==> config.mk <==
export PLATFORM = sky130hd
export DESIGN_NAME = inst_encoder
export DESIGN_NICKNAME = d
export VERILOG_FILES = /design/src/rtl/inst_encoder.sv
export SDC_FILE = /design/constraint.sdc
export NUM_CORES = 1
export LEC_CHECK = 0
export CAP_MARGIN = 30
export CORE_MARGIN = 3
export CORE_UTILIZATION = 55
export CTS_BUF_LIST = sky130_fd_sc_hd__clkbuf_8 sky130_fd_sc_hd__clkbuf_16
export DETAILED_ROUTE_END_ITERATION = 7
export DONT_BUFFER_PORTS = 1
export PLACE_DENSITY = 0.66
export SLEW_MARGIN = 40
export SYNTH_ARGS = -nofsm -noshare
export SYNTH_HDL_FRONTEND = slang
export SYNTH_SLANG_ARGS = --single-unit
==> constraint.sdc <==
create_clock -name clk -period 8.4 [get_ports clk]
set_input_delay 1.68 -clock clk [delete_from_list [all_inputs] [get_ports clk]]
set_output_delay 1.68 -clock clk [all_outputs]
set_load 0.02 [all_outputs]
==> src/rtl/inst_encoder.sv <==
// -----------------------------------------------------------------------------
// inst_encoder
// Instruction encoder used by the program loader / self-test sequencer. Packs
// decoded fields (format, opcode, funct3/funct7, rd/rs1/rs2, immediate) into a
// 32-bit RISC-V instruction, flags immediates that cannot be represented, and
// tags each instruction with a sequential imem word address. Results are
// queued in a small output FIFO.
//
// Ports
//   clk, rst          clock, synchronous active-high reset
//   clr               synchronous clear (same effect as rst)
//   in_valid/ready    request handshake
//   in_fmt            00=I 01=S 10=B 11=U
//   in_opcode, in_funct3, in_funct7, in_rd, in_rs1, in_rs2, in_imm
//                     decoded instruction fields
//   out_valid/ready   FIFO head handshake
//   out_inst          encoded instruction at head
//   out_addr          imem word address at head
//   out_err           head immediate was out of range / misaligned
//   err_count         saturating count of accepted erroneous requests
// -----------------------------------------------------------------------------
module inst_encoder #(
    parameter int unsigned DEPTH  = 2,
    parameter int unsigned ADDR_W = 10
) (
    input  logic              clk,
    input  logic              rst,
    input  logic              clr,
    input  logic              in_valid,
    output logic              in_ready,
    input  logic [1:0]        in_fmt,
    input  logic [6:0]        in_opcode,
    input  logic [2:0]        in_funct3,
    input  logic [6:0]        in_funct7,
    input  logic [4:0]        in_rd,
    input  logic [4:0]        in_rs1,
    input  logic [4:0]        in_rs2,
    input  logic [31:0]       in_imm,
    output logic              out_valid,
    input  logic              out_ready,
    output logic [31:0]       out_inst,
    output logic [ADDR_W-1:0] out_addr,
    output logic              out_err,
    output logic [7:0]        err_count
);

    localparam int unsigned PTR_W = (DEPTH > 1) ? $clog2(DEPTH) : 1;
    localparam int unsigned CNT_W = PTR_W + 1;

    localparam logic [1:0] FMT_I  = 2'b00;
    localparam logic [1:0] FMT_S  = 2'b01;
    localparam logic [1:0] FMT_B  = 2'b10;
    localparam logic [1:0] FMT_U  = 2'b11;
    localparam logic [6:0] OP_IMM = 7'h13;

    logic [31:0]       inst_mem [DEPTH];
    logic [ADDR_W-1:0] addr_mem [DEPTH];
    logic [DEPTH-1:0]  err_mem;

    logic [PTR_W-1:0]  wr_ptr;
    logic [PTR_W-1:0]  rd_ptr;
    logic [CNT_W-1:0]  count;
    logic [ADDR_W-1:0] addr_cnt;
    logic [7:0]        err_cnt;

    logic              push_c;
    logic              pop_c;
    logic              full_c;
    logic              is_shift_c;
    logic              fits12_c;
    logic              fits13_c;
    logic [31:0]       enc_inst_c;
    logic              enc_err_c;

    // Handshake; no write-through when full even if the head is being popped
    assign full_c    = (count == CNT_W'(DEPTH));
    assign in_ready  = !full_c;
    assign out_valid = (count != '0);
    assign push_c    = in_valid && in_ready;
    assign pop_c     = out_valid && out_ready;

    // Head is read straight from registered storage
    assign out_inst  = inst_mem[rd_ptr];
    assign out_addr  = addr_mem[rd_ptr];
    assign out_err   = err_mem[rd_ptr];
    assign err_count = err_cnt;

    // Immediate scatter and range / alignment check
    always_comb begin
        enc_inst_c = '0;
        enc_err_c  = 1'b0;
        is_shift_c = (in_opcode == OP_IMM) &&
                     ((in_funct3 == 3'b001) || (in_funct3 == 3'b101));
        // upper bits must be pure sign extension of the encodable field
        fits12_c   = (in_imm[31:11] == {21{in_imm[11]}});
        fits13_c   = (in_imm[31:12] == {20{in_imm[12]}});
        case (in_fmt)
            FMT_I: begin
                if (is_shift_c) begin
                    enc_inst_c = {in_funct7, in_imm[4:0], in_rs1, in_funct3, in_rd, in_opcode};
                    enc_err_c  = |in_imm[31:5];
                end else begin
                    enc_inst_c = {in_imm[11:0], in_rs1, in_funct3, in_rd, in_opcode};
                    enc_err_c  = !fits12_c;
                end
            end
            FMT_S: begin
                enc_inst_c = {in_imm[11:5], in_rs2, in_rs1, in_funct3, in_imm[4:0], in_opcode};
                enc_err_c  = !fits12_c;
            end
            FMT_B: begin
                enc_inst_c = {in_imm[12], in_imm[10:5], in_rs2, in_rs1, in_funct3,
                              in_imm[4:1], in_imm[11], in_opcode};
                enc_err_c  = !fits13_c || in_imm[0];
            end
            FMT_U: begin
                enc_inst_c = {in_imm[31:12], in_rd, in_opcode};
                enc_err_c  = |in_imm[11:0];
            end
        endcase
    end

    // FIFO storage; cleared so an empty FIFO presents zeros at the head
    always_ff @(posedge clk) begin
        if (rst || clr) begin
            for (int i = 0; i < int'(DEPTH); i++) begin
                inst_mem[i] <= '0;
                addr_mem[i] <= '0;
            end
            err_mem <= '0;
        end else if (push_c) begin
            inst_mem[wr_ptr] <= enc_inst_c;
            addr_mem[wr_ptr] <= addr_cnt;
            err_mem[wr_ptr]  <= enc_err_c;
        end
    end

    // Pointers and occupancy; DEPTH is a power of two so pointers wrap naturally
    always_ff @(posedge clk) begin
        if (rst || clr) begin
            wr_ptr <= '0;
            rd_ptr <= '0;
            count  <= '0;
        end else begin
            if (push_c) begin
                wr_ptr <= wr_ptr + PTR_W'(1);
            end
            if (pop_c) begin
                rd_ptr <= rd_ptr + PTR_W'(1);
            end
            case ({push_c, pop_c})
                2'b10:   count <= count + CNT_W'(1);
                2'b01:   count <= count - CNT_W'(1);
                default: count <= count;
            endcase
        end
    end

    // Address counter and saturating error counter
    always_ff @(posedge clk) begin
        if (rst || clr) begin
            addr_cnt <= '0;
            err_cnt  <= '0;
        end else if (push_c) begin
            addr_cnt <= addr_cnt + ADDR_W'(1);
            if (enc_err_c && (err_cnt != 8'hFF)) begin
                err_cnt <= err_cnt + 8'd1;
            end
        end
    end

endmodule

### After elaboration in Yosys (flattened, before gate mapping)

Memory sizes are Yosys's and may differ from the RTL's. A register that Yosys moved wholly into a read port is not among the register bits.
Cells that the tools add are included.

* bits of input ports: 71
* memories kept: 2
* memory bits (writable): 84
* logic and storage cells: 73
* output and inout bits: 53
* register bits after elaboration: 24

Memories
* inst_mem: depth 2, bits a word 32, read ports 1, clocked after Yosys merged registers in 1, write ports 2, line 56 `logic [31:0] inst_mem [DEPTH];`
* addr_mem: depth 2, bits a word 10, read ports 1, clocked after Yosys merged registers in 1, write ports 2, line 57 `logic [ADDR_W-1:0] addr_mem [DEPTH];`

* magnitude comparators: 3
* reduce and logical (&&, ||, !) cells: 19
* muxes and demuxes: 25
* $add $sub $neg: 6
* equality and inequality tests: 12

Operators with widths (number)
* one-hot mux 32 bit (4 select lines): 1
* two-way mux 32 bit: 2
* OR reduction 32 bit: 1
* OR reduction 27 bit: 1
* equality test 20 bit: 1
* equality test 19 bit: 1
* two-way mux 1 bit: 17
* OR reduction 12 bit: 1
* adder 10 x 1 -> 10 bit (second input constant): 1
* two-way mux 10 bit: 1
* OR reduction 10 bit: 1
* adder 8 x 1 -> 8 bit (second input constant): 1
* equality test 2 bit (second input constant): 4
* inequality test 8 bit (second input constant): 1
* equality test 7 x 5 -> 1 bit (second input constant): 1
* logical AND 1 bit: 5
* equality test 2 x 1 -> 1 bit (second input constant): 2
* < comparator 1 x 2 -> 1 bit (second input constant): 2
* one-hot mux 1 bit (4 select lines): 1
* one-hot mux 2 bit (2 select lines): 1
* nonzero test 2 bit: 2
* equality test 3 x 1 -> 1 bit (second input constant): 1
* equality test 3 bit (second input constant): 1
* logical NOT 1 bit: 3
* 9 further kinds: 12

### Depth between registers and ports, before layout

Gate-level depths: netlist of run 1.

* depth in word-level cells: 8
* mapped depth: 8
* mapped depth without buffers: 8

### Least setup slack after synthesis of run 1

Ideal clock, no wire load.

* kind: input-to-reg
* start point: in in_valid
* end point: mem addr_mem[0][0] (enable)
* setup time: 0.502 ns
* path buffers: 0
* data required time: 7.898 ns
* cell stages on the path: 3
* setup slack: 2.914 ns
* data arrival time: 4.984 ns
* cells stage by stage: and2_1 inv_1 o21ai_0

RTL lines
* start, declared: line 29 `input logic in_valid,`
* end, declared: line 57

==> results of run 1 <==
## final cells by class
class | instances | area [um2]
flip-flops and latches | 109 | 3030
multi-input cells | 338 | 2340
inverters | 7 | 26.3
fillers | 774 | 3670
clock buffers | 9 | 124
clock inverters | 6 | 61.3
well taps | 129 | 161
repair buffers | 2 | 12.5
## flip-flops by register name, indices dropped and copies added, names as in the netlist, named ones only
register / cells
inst_mem: 64
addr_mem: 20
addr_cnt: 10
err_count: 8
count: 2
err_mem: 2
rd_ptr: 1
wr_ptr: 1
## stage by stage
step	total power [mW]	std cells	utilization (%)	area [um2]
2_1_floorplan	0.711	478	-	5450
3_3_place_gp	0.724	584	58.8	5540
3_5_place_dp	0.727	585	59.1	5560
4_1_cts	1.02	600	61.0	5750
5_1_grt	1.05	600	61.0	5750
6_report	1.01	600	61.0	5750
## placed cells by master (no fill, tap or decap), types with 7 or more instances in the layout
cell / Yosys / layout
nand4_1: 10 / 10
o21ai_0: 19 / 18
and2_1: 37 / 37
mux2i_1: 21 / 21
nand2_1: 27 / 26
mux2_2: 54 / 54
inv_1: 7 / 7
nor2_1: 74 / 74
a21oi_1: 21 / 21
xor2_1: 11 / 11
dfxtp_1: 25 / 24
nor4_1: 7 / 7
edfxtp_1: 84 / 84
clkbuf_8: 0 / 9
## worst reg2reg max path: stages (launching register included)
cell and delay (ns):
dfxtp_1 0.40, nand2b_1 0.28, and2_1 0.52, inv_1 0.30, o21ai_4 0.54, buf_4 0.48
## layer usage
| metal | track usage, % | share of wire [%] |
|---|---|---|
| met5 | 0 | 0 |
| met4 | 4.53 | 1.4 |
| met3 | 7.23 | 7.5 |
| met2 | 35.7 | 47 |
| met1 | 29.1 | 44 |
## power breakdown
part	switching [mW]	internal, mW	total (mW)
logic	0.0636	0.0359	0.0995
clock network	0.184	0.112	0.296
registers	0.0101	0.604	0.614
## logic make-up (layout without fill, tap and decap cells)
kind of cell / count (synthesis) / count (layout)
and+or+nand+nor: 189 / 189
DFF: 109 / 109
muxes: 76 / 76
AOI/OAI and AO/OA: 53 / 53
buffers and inverters: 31 / 24
xor gates and xnor gates: 16 / 16
adders and majority gates: 4 / 4
## worst paths after layout
check / slack [ns] / to / start
worst min-delay path: 0.48 / err_mem[1]$_SDFFE_PP0P_ / err_mem[1]$_SDFFE_PP0P_
worst max-delay path: 4.99 / inst_mem[0][21]$_SDFFCE_PN0P_ / in_valid
worst max register to register: 5.56 / inst_mem[0][21]$_SDFFCE_PN0P_ / count[0]$_SDFFE_PP0P_
worst min register to register: 0.48 / err_mem[1]$_SDFFE_PP0P_ / err_mem[1]$_SDFFE_PP0P_
==> results.py, run 1 <==
metrics = {
    "run_status": {
        "status": "finished, final reports clean",
    },
    "synthesis": {
        "ys_async_sr_fraction_pct": 0,
        "syn_inst": 478,
        "synth_top_family_by_area": "simple AND/OR/NAND/NOR gates",
        "yosysTopAreaCellShare_pct": 46.3,
        "yosys.area_share.adder_pct": 0.919,
        "synth_seq_cells": 109,
        "netlist_area_um2": 5450,
        "synthTopCellsByArea": "edfxtp_1, mux2_2, dfxtp_1, nor2_1, and2_1",
        "synthDistinctLibCells": 43,
        "synth-edff-count": 84,
        "synth_xor_area_share_pct": 2.57,
        "yosys.area_share.simple_pct": 17.5,
        "yosysSeqAreaShare_pct": 55.5,
        "synth_top_cell_by_area": "edfxtp_1",
        "synthMostInstantiatedCell": "edfxtp_1",
        "synthFlopType": "edfxtp_1",
        "syn_avg_cell_area_um2": 11.4,
        "synth_compound_area_share_pct": 5.93,
        "synthMuxAreaShare_pct": 15.4,
        "syn_nets": 553,
        "synth_commonest_cells": "edfxtp_1, nor2_1, mux2_2",
        "yosysWarnings": 0,
    },
    "setup_path": {
        "worstPathArrival_ns": 3.44,
        "crit_buf_inv": 2,
        "path_class": "in -> reg",
        "critPathMaxFanout": 27,
        "critPathCaptureType": "flip-flop",
        "cp_top_family": "buffers and inverters",
        "cpPeakStageDelay_ns": 0.53,
        "worst-path-stages": 4,
        "crit_chain": "and2_1 -> inv_1 -> o21ai_4 -> buf_4",
        "required_ns": 8.43,
        "critPathSlowestCell": "o21ai_4",
        "worst_r2r_path_depth": 5,
        "startpoint_type": "primary input",
    },
    "route": {
        "wl_per_cell_um": 19.8,
        "first_pass_iters": 6,
        "drt.antenna.violating_nets": 0,
        "vias": 3589,
        "vias_per_cell": 5.98,
        "drc_errors": 0,
        "routed_wl_um": 11900,
        "drt_iter0_drc": 149,
    },
    "grt": {
        "gr-total-overflow": 0,
        "grt_pass1_wl_um": 19300,
        "antenna_found_initial": 0,
        "grtUsageTotal_pct": 22.0,
        "grt_pass1_vias": 3668,
        "grt_max_degree": 44,
    },
    "timing": {
        "fin_crit_ns": 3.41,
        "hold_slack_ns": 0.484,
        "fmax_mhz": 293,
        "setup_viol": 0,
        "worstMarginPinSlew_ns": 0.735,
        "setup_slack_ns": 4.99,
        "skew_ns": 0.0125,
        "fin_crit_sh_pct": 40.6,
        "hold_violations": 0,
        "rsz0062_at_grt": "false",
        "maxSlewHeadroom_pct": 50.5,
        "slew_violations": 0,
        "setup_tns_ns": 0,
    },
    "floorplan": {
        "num_io_pins": 124,
        "die_x_um": 106,
        "core_um2": 9420,
        "fp.dieH_um": 106,
        "row_count": 35,
        "initial_core_util_pct": 57.8,
        "die_area_um2": 11100,
    },
    "placement": {
        "pre_cts_ws_ns": 4.54,
        "port_buffers": 0,
        "gp_congestion": 0.813,
        "place.detailed.hpwl_um": 8190,
    },
    "clocking": {
        "cts.sinks": 109,
        "htree_num_levels": 3,
        "ctsLongestPathBuffers": 2,
        "postCtsSetupBuffers": 0,
        "cts_hold_buf": 0,
        "clk_transition_reported_paths_ns": 0.10,
        "cts_buffers": 9,
        "cts-root-buf": "clkbuf_8",
        "cts_resized": 0,
        "clock_latency_ns": 0.37,
        "tritoncts": "built",
    },
    "power_and_ir_drop": {
        "peakVddDrop_uv": 122,
        "p_leak_nw": 2.17,
        "p_per_area_nw_per_um2": 176,
    },
    "layout": {
        "num_antenna_cells": 0,
        "nets": 542,
        "drive_gt1_share_pct": 18.9,
        "syn2layout_area_growth_pct": 5.54,
    },
    "hold_path": {
        "hold_depth": 2,
        "hp-class": "reg -> reg",
    },
    "run": {
        "maxCapViolCount": 0,
    },
}
(Power assumes the default switching activity.)
==> run 2, diff against run 1 <==
==> constraint.sdc (replaced) <==
create_clock -name clk -period 3.5 [get_ports clk]
set_input_delay 0.7 -clock clk [delete_from_list [all_inputs] [get_ports clk]]
set_output_delay 0.7 -clock clk [all_outputs]
set_load 0.02 [all_outputs]
==> run 2 against run 1 <==
Against the previous run:
- global-route usage shrank 0.50 points
- combinational power is 150% higher
- routed wire length fell by 2.8%
- count of clock-buffer cells in the layout did not move
- worst hold slack barely moved
- die area unchanged
- sequential power up 140%
- cell count increased by 0.67%
- via count down 2.2%
- critical endpoint is now inst_mem[0][14]$_SDFFCE_PN0P_
==> results.py, run 2 (synthesis results as in run 1) <==
metrics = {
    "placement": {
        "port_buffers": 0,
        "dpl_cell_area_um2": 5580,
        "pre_cts_ws_ns": 0.721,
        "dp_cells": 588,
        "place.detailed.hpwl_um": 8020,
        "gp_congestion": 0.801,
    },
    "run_status": {
        "status": "finished, final reports clean",
    },
    "timing": {
        "maxSlewHeadroom_pct": 51.7,
        "hold_violations": 0,
        "setup_viol": 0,
        "hold_slack_ns": 0.484,
        "rsz0062_at_grt": "false",
        "worstMarginPinSlew_ns": 0.717,
        "setup_tns_ns": 0,
        "slew_violations": 0,
        "skew_ns": 0.0136,
        "fin_crit_ns": 2.65,
        "setup_slack_ns": 0.853,
        "fin_crit_sh_pct": 75.6,
        "fmax_mhz": 378,
    },
    "layout": {
        "syn2layout_area_growth_pct": 6.32,
        "largest_register_ffs": 64,
        "largest_register": "inst_mem",
        "fin_area_um2": 5790,
        "drive_gt1_share_pct": 18.9,
        "seq_area_um2": 3020,
        "nets": 545,
        "num_antenna_cells": 0,
        "most-common-layout-cells": "edfxtp_1, nor2_1, mux2_2",
        "final_util_pct": 61.5,
        "multi_input_comb_area_um2": 2320,
        "fillCellCount": 783,
        "fin_cells": 604,
        "top_regs": "inst_mem x64, addr_mem x20, addr_cnt x10",
        "layout_commonest_cell": "edfxtp_1",
    },
    "setup_path": {
        "critPathMaxFanout": 26,
        "startpoint_type": "flip-flop",
        "critPathCaptureType": "flip-flop",
        "worstPathArrival_ns": 2.85,
        "required_ns": 3.70,
        "r2r_start": "count[0]$_SDFFE_PP0P_",
        "rr_endpoint": "inst_mem[0][14]$_SDFFCE_PN0P_",
        "r2r_slack_ns": 0.85,
        "startpoint": "count[0]$_SDFFE_PP0P_",
        "path_class": "reg -> reg",
        "critical_path.endpoint": "inst_mem[0][14]$_SDFFCE_PN0P_",
        "worst_r2r_path_depth": 5,
    },
    "power_and_ir_drop": {
        "p_per_area_nw_per_um2": 431,
        "p_comb_share_pct": 9.8,
        "swShare_pct": 24.7,
        "power_mw": 2.50,
        "clkPwrFrac_pct": 31.4,
        "internal_power_mw": 1.88,
        "seqPwrFrac_pct": 58.8,
        "p_leak_nw": 2.20,
        "peakVddDrop_uv": 197,
        "power.switching_uw": 615,
    },
    "clocking": {
        "tritoncts": "built",
        "htree_num_levels": 3,
        "cts.sinks": 109,
        "cts_resized": 0,
        "ctsLongestPathBuffers": 2,
        "clk_transition_reported_paths_ns": 0.10,
        "cts_hold_buf": 0,
        "postCtsSetupBuffers": 0,
        "cts_buffers": 9,
        "cts-root-buf": "clkbuf_8",
        "clock_latency_ns": 0.36,
    },
    "floorplan": {
        "num_io_pins": 124,
        "initial_core_util_pct": 57.8,
        "row_count": 35,
        "fp.dieH_um": 106,
        "die_area_um2": 11100,
        "core_um2": 9420,
        "die_x_um": 106,
    },
    "route": {
        "first_pass_iters": 4,
        "drt_iter0_drc": 129,
        "drt.antenna.violating_nets": 0,
        "vias_per_cell": 5.81,
        "routed_wl_um": 11600,
        "vias": 3509,
        "wl_per_cell_um": 19.2,
        "drc_errors": 0,
    },
    "grt": {
        "antenna_found_initial": 0,
        "grt_max_degree": 43,
        "grt_pass1_vias": 3653,
        "grtUsageTotal_pct": 21.5,
        "grt_pass1_wl_um": 18700,
        "gr-total-overflow": 0,
    },
    "run": {
        "maxCapViolCount": 0,
    },
    "hold_path": {
        "hp-class": "reg -> reg",
    },
}
-- run 2: changes by cell type in the layout (fill, tap and decap cells not counted), sizes merged --
| cell | before | now |
|---|---|---|
| buf | 2 | 5 |
| bufinv | 0 | 1 |
| clkinv | 4 | 1 |
| inv | 8 | 11 |
-- run 2: layout make-up --
class	count	area share, %
clock buffers	9	2.14
inverters	7	0.454
well taps	129	2.79
flip-flops and latches	109	52.2
multi-input cells	338	40.1
repair buffers	5	0.864
clock inverters	7	1.45
-- run 2: layer usage --
metal,vias to the layer above,global-route usage (%),routed length [um],part of all wire [%]
li1,1703,-,-,-
met2,117,34.1,5450,47
met5,-,0,0,0
met1,1672,28.1,4980,43
met4,0,7.22,207,1.8
met3,17,6.67,932,8.1
-- run 2: worst max-delay path, stage by stage, from the launching register on --
cell      delay, ns
dfxtp_1        0.41
nand2b_1       0.28
and2_1         0.53
inv_1          0.29
or3_2          0.76
nor2_1         0.21
-- run 2: power by group through the flow --
stage | Sequential [mW] | Combinational, mW | Clock [mW]
2_1_floorplan | 1.49 | 0.213 | 0
3_3_place_gp | 1.49 | 0.245 | 0
3_5_place_dp | 1.50 | 0.248 | 0
4_1_cts | 1.47 | 0.249 | 0.801
5_1_grt | 1.48 | 0.268 | 0.850
6_report | 1.47 | 0.246 | 0.783
-- run 2: worst min path at each step --
stage | from | cells past startpoint | slack (ns) | endpoint
after CTS | err_mem[1]$_SDFFE_PP0P_ | 2 | 0.48 | err_mem[1]$_SDFFE_PP0P_
after floorplan | err_mem[1]$_SDFFE_PP0P_ | 2 | 0.45 | err_mem[1]$_SDFFE_PP0P_
after global routing | err_mem[1]$_SDFFE_PP0P_ | 2 | 0.51 | err_mem[1]$_SDFFE_PP0P_
after global placement | err_mem[1]$_SDFFE_PP0P_ | 2 | 0.47 | err_mem[1]$_SDFFE_PP0P_
after detailed placement | err_mem[1]$_SDFFE_PP0P_ | 2 | 0.47 | err_mem[1]$_SDFFE_PP0P_
final | err_mem[1]$_SDFFE_PP0P_ | 2 | 0.48 | err_mem[1]$_SDFFE_PP0P_
